## src/rtl/rgb_mem_if.sv

```systemverilog
// Bundle of core-port, display-port and plane-memory signals for the RGB memory arbiter.
// The arbiter uses the slave view; the environment (core, display, memories) uses the master view.
interface rgb_mem_if #(
    parameter int ADDR_W = 16,
    parameter int DATA_W = 8
);
    // Core side
    logic                  c_req;
    logic                  c_we;
    logic [1:0]            c_rgb;
    logic [ADDR_W-1:0]     c_addr;
    logic [DATA_W-1:0]     c_wdata;
    logic [DATA_W-1:0]     c_rdata;
    logic                  c_done;
    logic                  stall;
    // Display side
    logic                  d_req;
    logic [ADDR_W-1:0]     d_addr;
    logic [3*DATA_W-1:0]   d_pixel;
    logic                  d_valid;
    // Shared plane-memory bus, per-plane vectors ordered {B,G,R}
    logic [ADDR_W-1:0]     m_addr;
    logic [DATA_W-1:0]     m_wdata;
    logic [2:0]            m_en;
    logic [2:0]            m_we;
    logic [DATA_W-1:0]     m_rdata_r;
    logic [DATA_W-1:0]     m_rdata_g;
    logic [DATA_W-1:0]     m_rdata_b;

    modport slave (
        input  c_req, c_we, c_rgb, c_addr, c_wdata,
        output c_rdata, c_done, stall,
        input  d_req, d_addr,
        output d_pixel, d_valid,
        output m_addr, m_wdata, m_en, m_we,
        input  m_rdata_r, m_rdata_g, m_rdata_b
    );

    modport master (
        output c_req, c_we, c_rgb, c_addr, c_wdata,
        input  c_rdata, c_done, stall,
        output d_req, d_addr,
        input  d_pixel, d_valid,
        input  m_addr, m_wdata, m_en, m_we,
        output m_rdata_r, m_rdata_g, m_rdata_b
    );
endinterface

```

## src/rtl/rgb_mem_arbiter.sv

```systemverilog
// Arbiter sharing three colour-plane memories between a CPU core port and a display
// read port. One access takes three cycles: IDLE (arbitrate), ACCESS (drive planes),
// DONE (capture read data, pulse completion). Display has priority on conflict, but
// the core is granted after three consecutive lost conflicts so it cannot starve.
module rgb_mem_arbiter #(
    parameter int ADDR_W = 16,
    parameter int DATA_W = 8
) (
    input  logic     clk,
    input  logic     rst_n,
    rgb_mem_if.slave bus
);

    typedef enum logic [1:0] {
        IDLE   = 2'd0,
        ACCESS = 2'd1,
        DONE   = 2'd2
    } state_t;

    state_t                state_q;
    logic [1:0]            starve_q;
    logic                  grant_core_q;
    logic                  we_q;
    logic [1:0]            rgb_q;
    logic [ADDR_W-1:0]     m_addr_q;
    logic [DATA_W-1:0]     m_wdata_q;
    logic [2:0]            m_en_q;
    logic [2:0]            m_we_q;
    logic                  c_done_q;
    logic                  d_valid_q;
    logic [DATA_W-1:0]     c_rdata_q;
    logic [3*DATA_W-1:0]   d_pixel_q;

    logic                  grant_core_d;
    logic [2:0]            core_en_d;
    logic [DATA_W-1:0]     core_sel_d;
    logic [3*DATA_W-1:0]   pixel_d;
    logic                  core_read_done;
    logic                  disp_read_done;

    // Arbitration decision and plane decode for the request presented in IDLE
    always_comb begin
        grant_core_d = bus.c_req && (!bus.d_req || (starve_q == 2'd3));
        core_en_d    = 3'b000;
        case (bus.c_rgb)
            2'b01:   core_en_d = 3'b001;
            2'b10:   core_en_d = 3'b010;
            2'b11:   core_en_d = 3'b100;
            default: core_en_d = 3'b000;
        endcase
    end

    // Read-data select for the latched core plane; plane 00 reads as zero
    always_comb begin
        core_sel_d = '0;
        case (rgb_q)
            2'b01:   core_sel_d = bus.m_rdata_r;
            2'b10:   core_sel_d = bus.m_rdata_g;
            2'b11:   core_sel_d = bus.m_rdata_b;
            default: core_sel_d = '0;
        endcase
    end

    assign pixel_d        = {bus.m_rdata_r, bus.m_rdata_g, bus.m_rdata_b};
    assign core_read_done = (state_q == DONE) && grant_core_q && !we_q;
    assign disp_read_done = (state_q == DONE) && !grant_core_q;

    // Access sequencer: latch winner, drive planes for one cycle, then capture and complete
    always_ff @(posedge clk or negedge rst_n) begin
        if (!rst_n) begin
            state_q      <= IDLE;
            starve_q     <= 2'd0;
            grant_core_q <= 1'b0;
            we_q         <= 1'b0;
            rgb_q        <= 2'b00;
            m_addr_q     <= '0;
            m_wdata_q    <= '0;
            m_en_q       <= 3'b000;
            m_we_q       <= 3'b000;
            c_done_q     <= 1'b0;
            d_valid_q    <= 1'b0;
            c_rdata_q    <= '0;
            d_pixel_q    <= '0;
        end else begin
            c_done_q  <= 1'b0;
            d_valid_q <= 1'b0;
            case (state_q)
                IDLE: begin
                    if (bus.c_req || bus.d_req) begin
                        state_q      <= ACCESS;
                        grant_core_q <= grant_core_d;
                        if (grant_core_d) begin
                            we_q      <= bus.c_we;
                            rgb_q     <= bus.c_rgb;
                            m_addr_q  <= bus.c_addr;
                            m_wdata_q <= bus.c_wdata;
                            m_en_q    <= core_en_d;
                            m_we_q    <= bus.c_we ? core_en_d : 3'b000;
                            starve_q  <= 2'd0;
                        end else begin
                            we_q     <= 1'b0;
                            rgb_q    <= 2'b00;
                            m_addr_q <= bus.d_addr;
                            m_en_q   <= 3'b111;
                            m_we_q   <= 3'b000;
                            // Count only conflicts the display won; a lone display request resets it
                            starve_q <= bus.c_req ? (starve_q + 2'd1) : 2'd0;
                        end
                    end
                end
                ACCESS: begin
                    m_en_q  <= 3'b000;
                    m_we_q  <= 3'b000;
                    state_q <= DONE;
                    if (grant_core_q) begin
                        c_done_q <= 1'b1;
                    end else begin
                        d_valid_q <= 1'b1;
                    end
                end
                DONE: begin
                    state_q <= IDLE;
                    if (core_read_done) begin
                        c_rdata_q <= core_sel_d;
                    end
                    if (disp_read_done) begin
                        d_pixel_q <= pixel_d;
                    end
                end
                default: state_q <= IDLE;
            endcase
        end
    end

    // Read data is passed straight through during DONE so it is valid alongside the pulse
    assign bus.c_rdata = core_read_done ? core_sel_d : c_rdata_q;
    assign bus.d_pixel = disp_read_done ? pixel_d : d_pixel_q;
    assign bus.c_done  = c_done_q;
    assign bus.d_valid = d_valid_q;
    assign bus.stall   = bus.c_req && !c_done_q;
    assign bus.m_addr  = m_addr_q;
    assign bus.m_wdata = m_wdata_q;
    assign bus.m_en    = m_en_q;
    assign bus.m_we    = m_we_q;

endmodule

```

## src/flat_wrapper.sv

```systemverilog
// flat-port wrapper written by rule: the top's interface ports become plain ports
module rgb_mem_arbiter_flat 
#(
    parameter int ADDR_W = 16,
    parameter int DATA_W = 8
)
  (clk, rst_n, bus_c_req, bus_c_we, bus_c_rgb, bus_c_addr, bus_c_wdata, bus_c_rdata, bus_c_done, bus_stall, bus_d_req, bus_d_addr, bus_d_pixel, bus_d_valid, bus_m_addr, bus_m_wdata, bus_m_en, bus_m_we, bus_m_rdata_r, bus_m_rdata_g, bus_m_rdata_b);
  rgb_mem_if #(.ADDR_W(ADDR_W), .DATA_W(DATA_W)) bus_i ();
  input  logic clk;
  input  logic rst_n;
  input wire logic [$bits(bus_i.c_req)-1:0] bus_c_req;
  input wire logic [$bits(bus_i.c_we)-1:0] bus_c_we;
  input wire logic [$bits(bus_i.c_rgb)-1:0] bus_c_rgb;
  input wire logic [$bits(bus_i.c_addr)-1:0] bus_c_addr;
  input wire logic [$bits(bus_i.c_wdata)-1:0] bus_c_wdata;
  output wire logic [$bits(bus_i.c_rdata)-1:0] bus_c_rdata;
  output wire logic [$bits(bus_i.c_done)-1:0] bus_c_done;
  output wire logic [$bits(bus_i.stall)-1:0] bus_stall;
  input wire logic [$bits(bus_i.d_req)-1:0] bus_d_req;
  input wire logic [$bits(bus_i.d_addr)-1:0] bus_d_addr;
  output wire logic [$bits(bus_i.d_pixel)-1:0] bus_d_pixel;
  output wire logic [$bits(bus_i.d_valid)-1:0] bus_d_valid;
  output wire logic [$bits(bus_i.m_addr)-1:0] bus_m_addr;
  output wire logic [$bits(bus_i.m_wdata)-1:0] bus_m_wdata;
  output wire logic [$bits(bus_i.m_en)-1:0] bus_m_en;
  output wire logic [$bits(bus_i.m_we)-1:0] bus_m_we;
  input wire logic [$bits(bus_i.m_rdata_r)-1:0] bus_m_rdata_r;
  input wire logic [$bits(bus_i.m_rdata_g)-1:0] bus_m_rdata_g;
  input wire logic [$bits(bus_i.m_rdata_b)-1:0] bus_m_rdata_b;
  assign bus_i.c_req = bus_c_req;
  assign bus_i.c_we = bus_c_we;
  assign bus_i.c_rgb = bus_c_rgb;
  assign bus_i.c_addr = bus_c_addr;
  assign bus_i.c_wdata = bus_c_wdata;
  assign bus_c_rdata = bus_i.c_rdata;
  assign bus_c_done = bus_i.c_done;
  assign bus_stall = bus_i.stall;
  assign bus_i.d_req = bus_d_req;
  assign bus_i.d_addr = bus_d_addr;
  assign bus_d_pixel = bus_i.d_pixel;
  assign bus_d_valid = bus_i.d_valid;
  assign bus_m_addr = bus_i.m_addr;
  assign bus_m_wdata = bus_i.m_wdata;
  assign bus_m_en = bus_i.m_en;
  assign bus_m_we = bus_i.m_we;
  assign bus_i.m_rdata_r = bus_m_rdata_r;
  assign bus_i.m_rdata_g = bus_m_rdata_g;
  assign bus_i.m_rdata_b = bus_m_rdata_b;
  rgb_mem_arbiter #(.ADDR_W(ADDR_W), .DATA_W(DATA_W)) u_core (.clk(clk), .rst_n(rst_n), .bus(bus_i));
endmodule
```

## config.mk

```make
export PLATFORM = sky130hd
export DESIGN_NAME = rgb_mem_arbiter_flat
export DESIGN_NICKNAME = d
export VERILOG_FILES = /design/src/rtl/rgb_mem_if.sv /design/src/rtl/rgb_mem_arbiter.sv /design/src/flat_wrapper.sv
export SDC_FILE = /design/constraint.sdc
export NUM_CORES = 1
export LEC_CHECK = 0
export ABC_AREA = 1
export CAP_MARGIN = 15
export CORE_ASPECT_RATIO = 0.75
export CORE_UTILIZATION = 47
export DETAILED_ROUTE_END_ITERATION = 10
export PLACE_DENSITY_LB_ADDON = 0.25
export SYNTH_ARGS = -nofsm -noshare
export SYNTH_HDL_FRONTEND = slang
export SYNTH_SLANG_ARGS = --single-unit
```

## constraint.sdc

```tcl
create_clock -name clk -period 2.9 [get_ports clk]
set_clock_uncertainty 0.15 [all_clocks]
set_input_delay 0.58 -clock clk [delete_from_list [all_inputs] [get_ports clk]]
set_output_delay 0.58 -clock clk [all_outputs]
set_load 0.01 [all_outputs]
```

Word level (Yosys, flattened, before mapping):

Cells that the tools add are included.

* add/sub/neg operators: 1
* equality and inequality tests: 10
* multiplexer cells: 22
* reductions and logical operators: 16

Operators with widths (count)
* $mux W24: 1
* $pmux W8 S3: 1
* $mux W16: 1
* $mux W3: 5
* $eq A2 B2 Y1 const B: 6
* $pmux W3 S2: 2
* $pmux W3 S3: 1
* $mux W2: 4
* $mux W8: 1
* $eq A2 B1 Y1 const B: 3
* $logic_and A1 B1 Y1: 5
* $mux W1: 5
* $logic_not A1 Y1: 4
* $pmux W2 S2: 1
* $reduce_and A2 Y1: 2
* $reduce_and A3 Y1: 1
* $add A2 B1 Y2 const B: 1
* $logic_not A2 Y1: 1
* $logic_or A1 B1 Y1: 2
* $ne A2 B1 Y1 const B: 1
* $reduce_bool A2 Y1: 1

* register bits after elaboration: 72
* output and inout bits: 65

Logic depth before layout (Yosys ltp):

Gate-level depths: netlist of the first run.

* depth in word-level cells: 6
* depth in mapped cells: 8

Worst setup path before layout of the first run:

No wires, ideal clock.

* path kind: input -> output
* from: in bus_c_req
* to: out bus_stall
* arrival: 1.096 ns
* data required time: 2.170 ns
* setup slack: 1.074 ns
* cell stages on the path: 4
* buffers on the path: 2
* cells stage by stage: buf_4 -> buf_2 -> inv_1 -> nor2_1

* word-level cells in the longest chain between the ends: 1

RTL lines
* start: declaration: line flat_wrapper.sv:11 `input wire logic [$bits(bus_i.c_req)-1:0] bus_c_req;`
* $logic_and A1 B1 Y1: line rgb_mem_arbiter.sv:140 `assign bus.stall = bus.c_req && !c_done_q;`
* end: declaration: line flat_wrapper.sv:18 `output wire logic [$bits(bus_i.stall)-1:0] bus_stall;`

Every way passes these cells.

Final worst setup path of the first run:

* from: in bus_m_rdata_g[2]
* to: out bus_c_rdata[2]

* word-level cells in the longest chain between the ends: 2

RTL lines
* start: declaration: line flat_wrapper.sv:28 `input wire logic [$bits(bus_i.m_rdata_g)-1:0] bus_m_rdata_g;`
* $pmux W8 S3: line rgb_mem_arbiter.sv:56 `case (rgb_q)`
* $mux W8
* end: declaration: line flat_wrapper.sv:16 `output wire logic [$bits(bus_i.c_rdata)-1:0] bus_c_rdata;`

Every way passes these cells.

==> results of run 1 <==
[per-stage QoR]
| step | utilization | total power [mW] | cell area (µm²) | setup WS [ns] | std cells |
|---|---|---|---|---|---|
| 2_1_floorplan | - | 2.93 | 3490 | 1.07 | 455 |
| 3_3_place_gp | 0.698 | 4.18 | 4880 | 0.162 | 672 |
| 3_5_place_dp | 0.698 | 4.24 | 4880 | 0.138 | 672 |
| 4_1_cts | 0.727 | 5.09 | 5080 | 0.0133 | 688 |
| 5_1_grt | 0.727 | 5.43 | 5080 | 0.0159 | 688 |
| 6_report | 0.727 | 5.05 | 5080 | 0.104 | 688 |
[layer usage]
metal / global-route usage / vias up / part of all wire
met4: 0.0783 / 0 / 0.014
met2: 0.393 / 131 / 0.45
met5: 0 / - / 0
met1: 0.343 / 1548 / 0.46
met3: 0.0761 / 13 / 0.075
li1: - / 1679 / -
[synthesized netlist by cell type]
cell type	number
dfrtp_1	72
buf_4	4
nand3_2	1
nand2_1	148
nand3_1	69
o21ai_1	7
inv_2	3
nor2_1	8
nand4_2	1
ha_1	1
o21ai_0	50
buf_6	3
nor2_2	2
clkbuf_2	2
nand2_2	2
nor2_4	1
inv_1	69
clkbuf_1	2
buf_2	10
[final timing paths]
| kind | start | end | slack, ns | cells past startpoint |
|---|---|---|---|---|
| worst max register to register | u_core.starve_q[0] | u_core.bus.m_en[0] | 1.04 | 6 |
| worst max-delay path | bus_m_rdata_g[2] | bus_c_rdata[2] | 0.10 | 6 |
| worst min register to register | u_core.c_rdata_q[4] | u_core.c_rdata_q[4] | 0.33 | 2 |
| worst min-delay path | rst_n | u_core.bus.m_addr[9] | 0.18 | 1 |
| max in group asynchronous | rst_n | u_core.rgb_q[0] | 1.75 | 1 |
| min in group clk | u_core.c_rdata_q[4] | u_core.c_rdata_q[4] | 0.33 | 2 |
[critical path, cell delays in order]
cell	delay, ns
clkdlybuf4s50_1	0.49
nand3_1	0.09
nand3_1	0.18
nand2_1	0.11
nand2_1	0.07
clkdlybuf4s50_1	0.55
[power by group through the flow]
stage | sequential [mW] | clock [mW] | combinational (mW)
detailed placement | 1.69 | 0 | 2.55
finish | 1.69 | 0.817 | 2.55
global placement | 1.68 | 0 | 2.50
CTS | 1.68 | 0.832 | 2.57
floorplan | 1.74 | 0 | 1.19
global route | 1.73 | 0.872 | 2.82
[logic make-up after synthesis]
| group | Yosys count | share of synthesized area |
|---|---|---|
| and+or+nand+nor | 232 | 0.284 |
| buffers and inverters | 93 | 0.115 |
| DFF | 72 | 0.516 |
| AOI/OAI and AO/OA | 57 | 0.0817 |
| adders and majority gates | 1 | 0.00358 |
[state kept, by name (all words and copies together) (netlist names), 3 cells and up]
register,count
u_core.bus.m_wdata,8
u_core.bus.m_en,3
u_core.c_rdata_q,8
u_core.bus.m_addr,16
u_core.bus.m_we,3
u_core.d_pixel_q,24
[layout make-up]
type | instances | area [µm²]
clock buffers | 9 | 124
clock inverters | 7 | 78.8
fillers | 555 | 1910
inverters | 72 | 270
multi-input cells | 290 | 1290
flip-flops and latches | 72 | 1800
well taps | 98 | 123
repair buffers | 140 | 1400
==> impl_results.md, run 1 <==
* Yosys warning total at 0
* Vias at between 3k and 4k
* Fmax at 358 MHz
* Nets at between 600 and 700
* Tmin final at 2.80 ns
* Num rows at 26
* Avg Cell Area, Syn at 7.67 µm²
* CTS buffer count at 9
* Startpoint types: input port
* Syn-to-layout area delta at 45.7%
* Switching share of power at 0.381
* Clock Latency Late Sink at 0.34 ns
* Worst Max-Slew Pin Slew at around 0.9 ns
* Pint at 3.13 mW
* Syn Nets at between 500 and 600
* Clk pwr share at 0.162
* Post-detailed-routing wire length at 9220 µm
* DR iter-0 viols at 152
* RSZ-0062 raised after global routing: no
* GRT Residual Overflow at 0
* Yosys top cell by area: dfrtp_1
* CTS tree: done
* CTS clk-pin slew, worst paths at around 0.08 ns
* Commonest non-fill, non-tap cell in the layout: nand2_1
* Die area at 7780 µm²
* Final Max Tran Viols at 0
* CTS sink cnt at 72
* Worst Path Arrival at 2.07 ns
* CP Class: input port to output pin
* Hold violation count in the final report at 0
* Port bufs at roughly 140
* Hold WS at 0.184 ns
* Final setup fails at 0
* Leakage at 2.61 nW
* Die X at between 100 and 150 µm
* Wire per inst at 13.4 µm
* Critical Path End Type: output pin
* Pwr dens at 994 nW/µm²
* Area contributors post-synth: dfrtp_1 52%, nand2_1 16%, nand3_1 9.9%
* H-tree depth at 3
* Drt first pass iters at 5
* Layout cell share with drive strength beyond 1 at 0.0576
* Status: complete, no violations
* NetSw at around 1.9 mW
* DRC at 0
* Combinational Power Share at 0.505
* IO Count at 136
* Clock buffer depth at 2
* Critical path required time at 2.17 ns
* First-pass GRT wire length at approximately 15000 µm
* Initial antenna violation count at 0
* DR vias/cell at 4.90
* Root buf cell: clkbuf_8
* Core area at 6990 µm²
* Tcrit/Tclk final at 0.964
* Starting Density at 0.499
* Syn Inst Count at 455
* Synthesized cell area at around 3500 µm²
* Worst vdd ir at 507 µV
* #FFs+latches synth at 72
* Post-CTS Setup Bufs at 0
* Area share of the largest cell type after synthesis at 0.516
* Hold buffer count at cts at 0
* Die height at 76.6 µm
* Placed wire-length estimate at 6560 µm
* Number of global-route vias before repair at 3281
* Slew margin rel. at 0.401
* Maxcap violations at 0
* Yosys cell types at 19
* Most frequent cells in the layout: 148 x nand2_1, 134 x clkdlybuf4s50_1, 71 x dfrtp_1, 69 x nand3_1, 68 x inv_1
* ANT nets after route at 0
* Routability cong. at just over 0.8
* Worst Hold Class: input port to asynchronous set/reset pin
* Max FO, Critical Path at 2
* Sequential area share after synthesis at 0.516
* Register share of total power at 0.333
* GRT Resource Usage Total at 0.255
* Post_cts resized at 0
* N_diodes at 0
* Post-route setup TNS at 0 ns
* Largest net degree at the start of global routing at 73
Power figures use the tool's default switching activity.
==> inputs of run 2 (changes only) <==
TNS_END_PERCENT = 100   (was default)
==> results of run 2 <==
No change in the layout: final DEF, timing and power equal those of run 1.
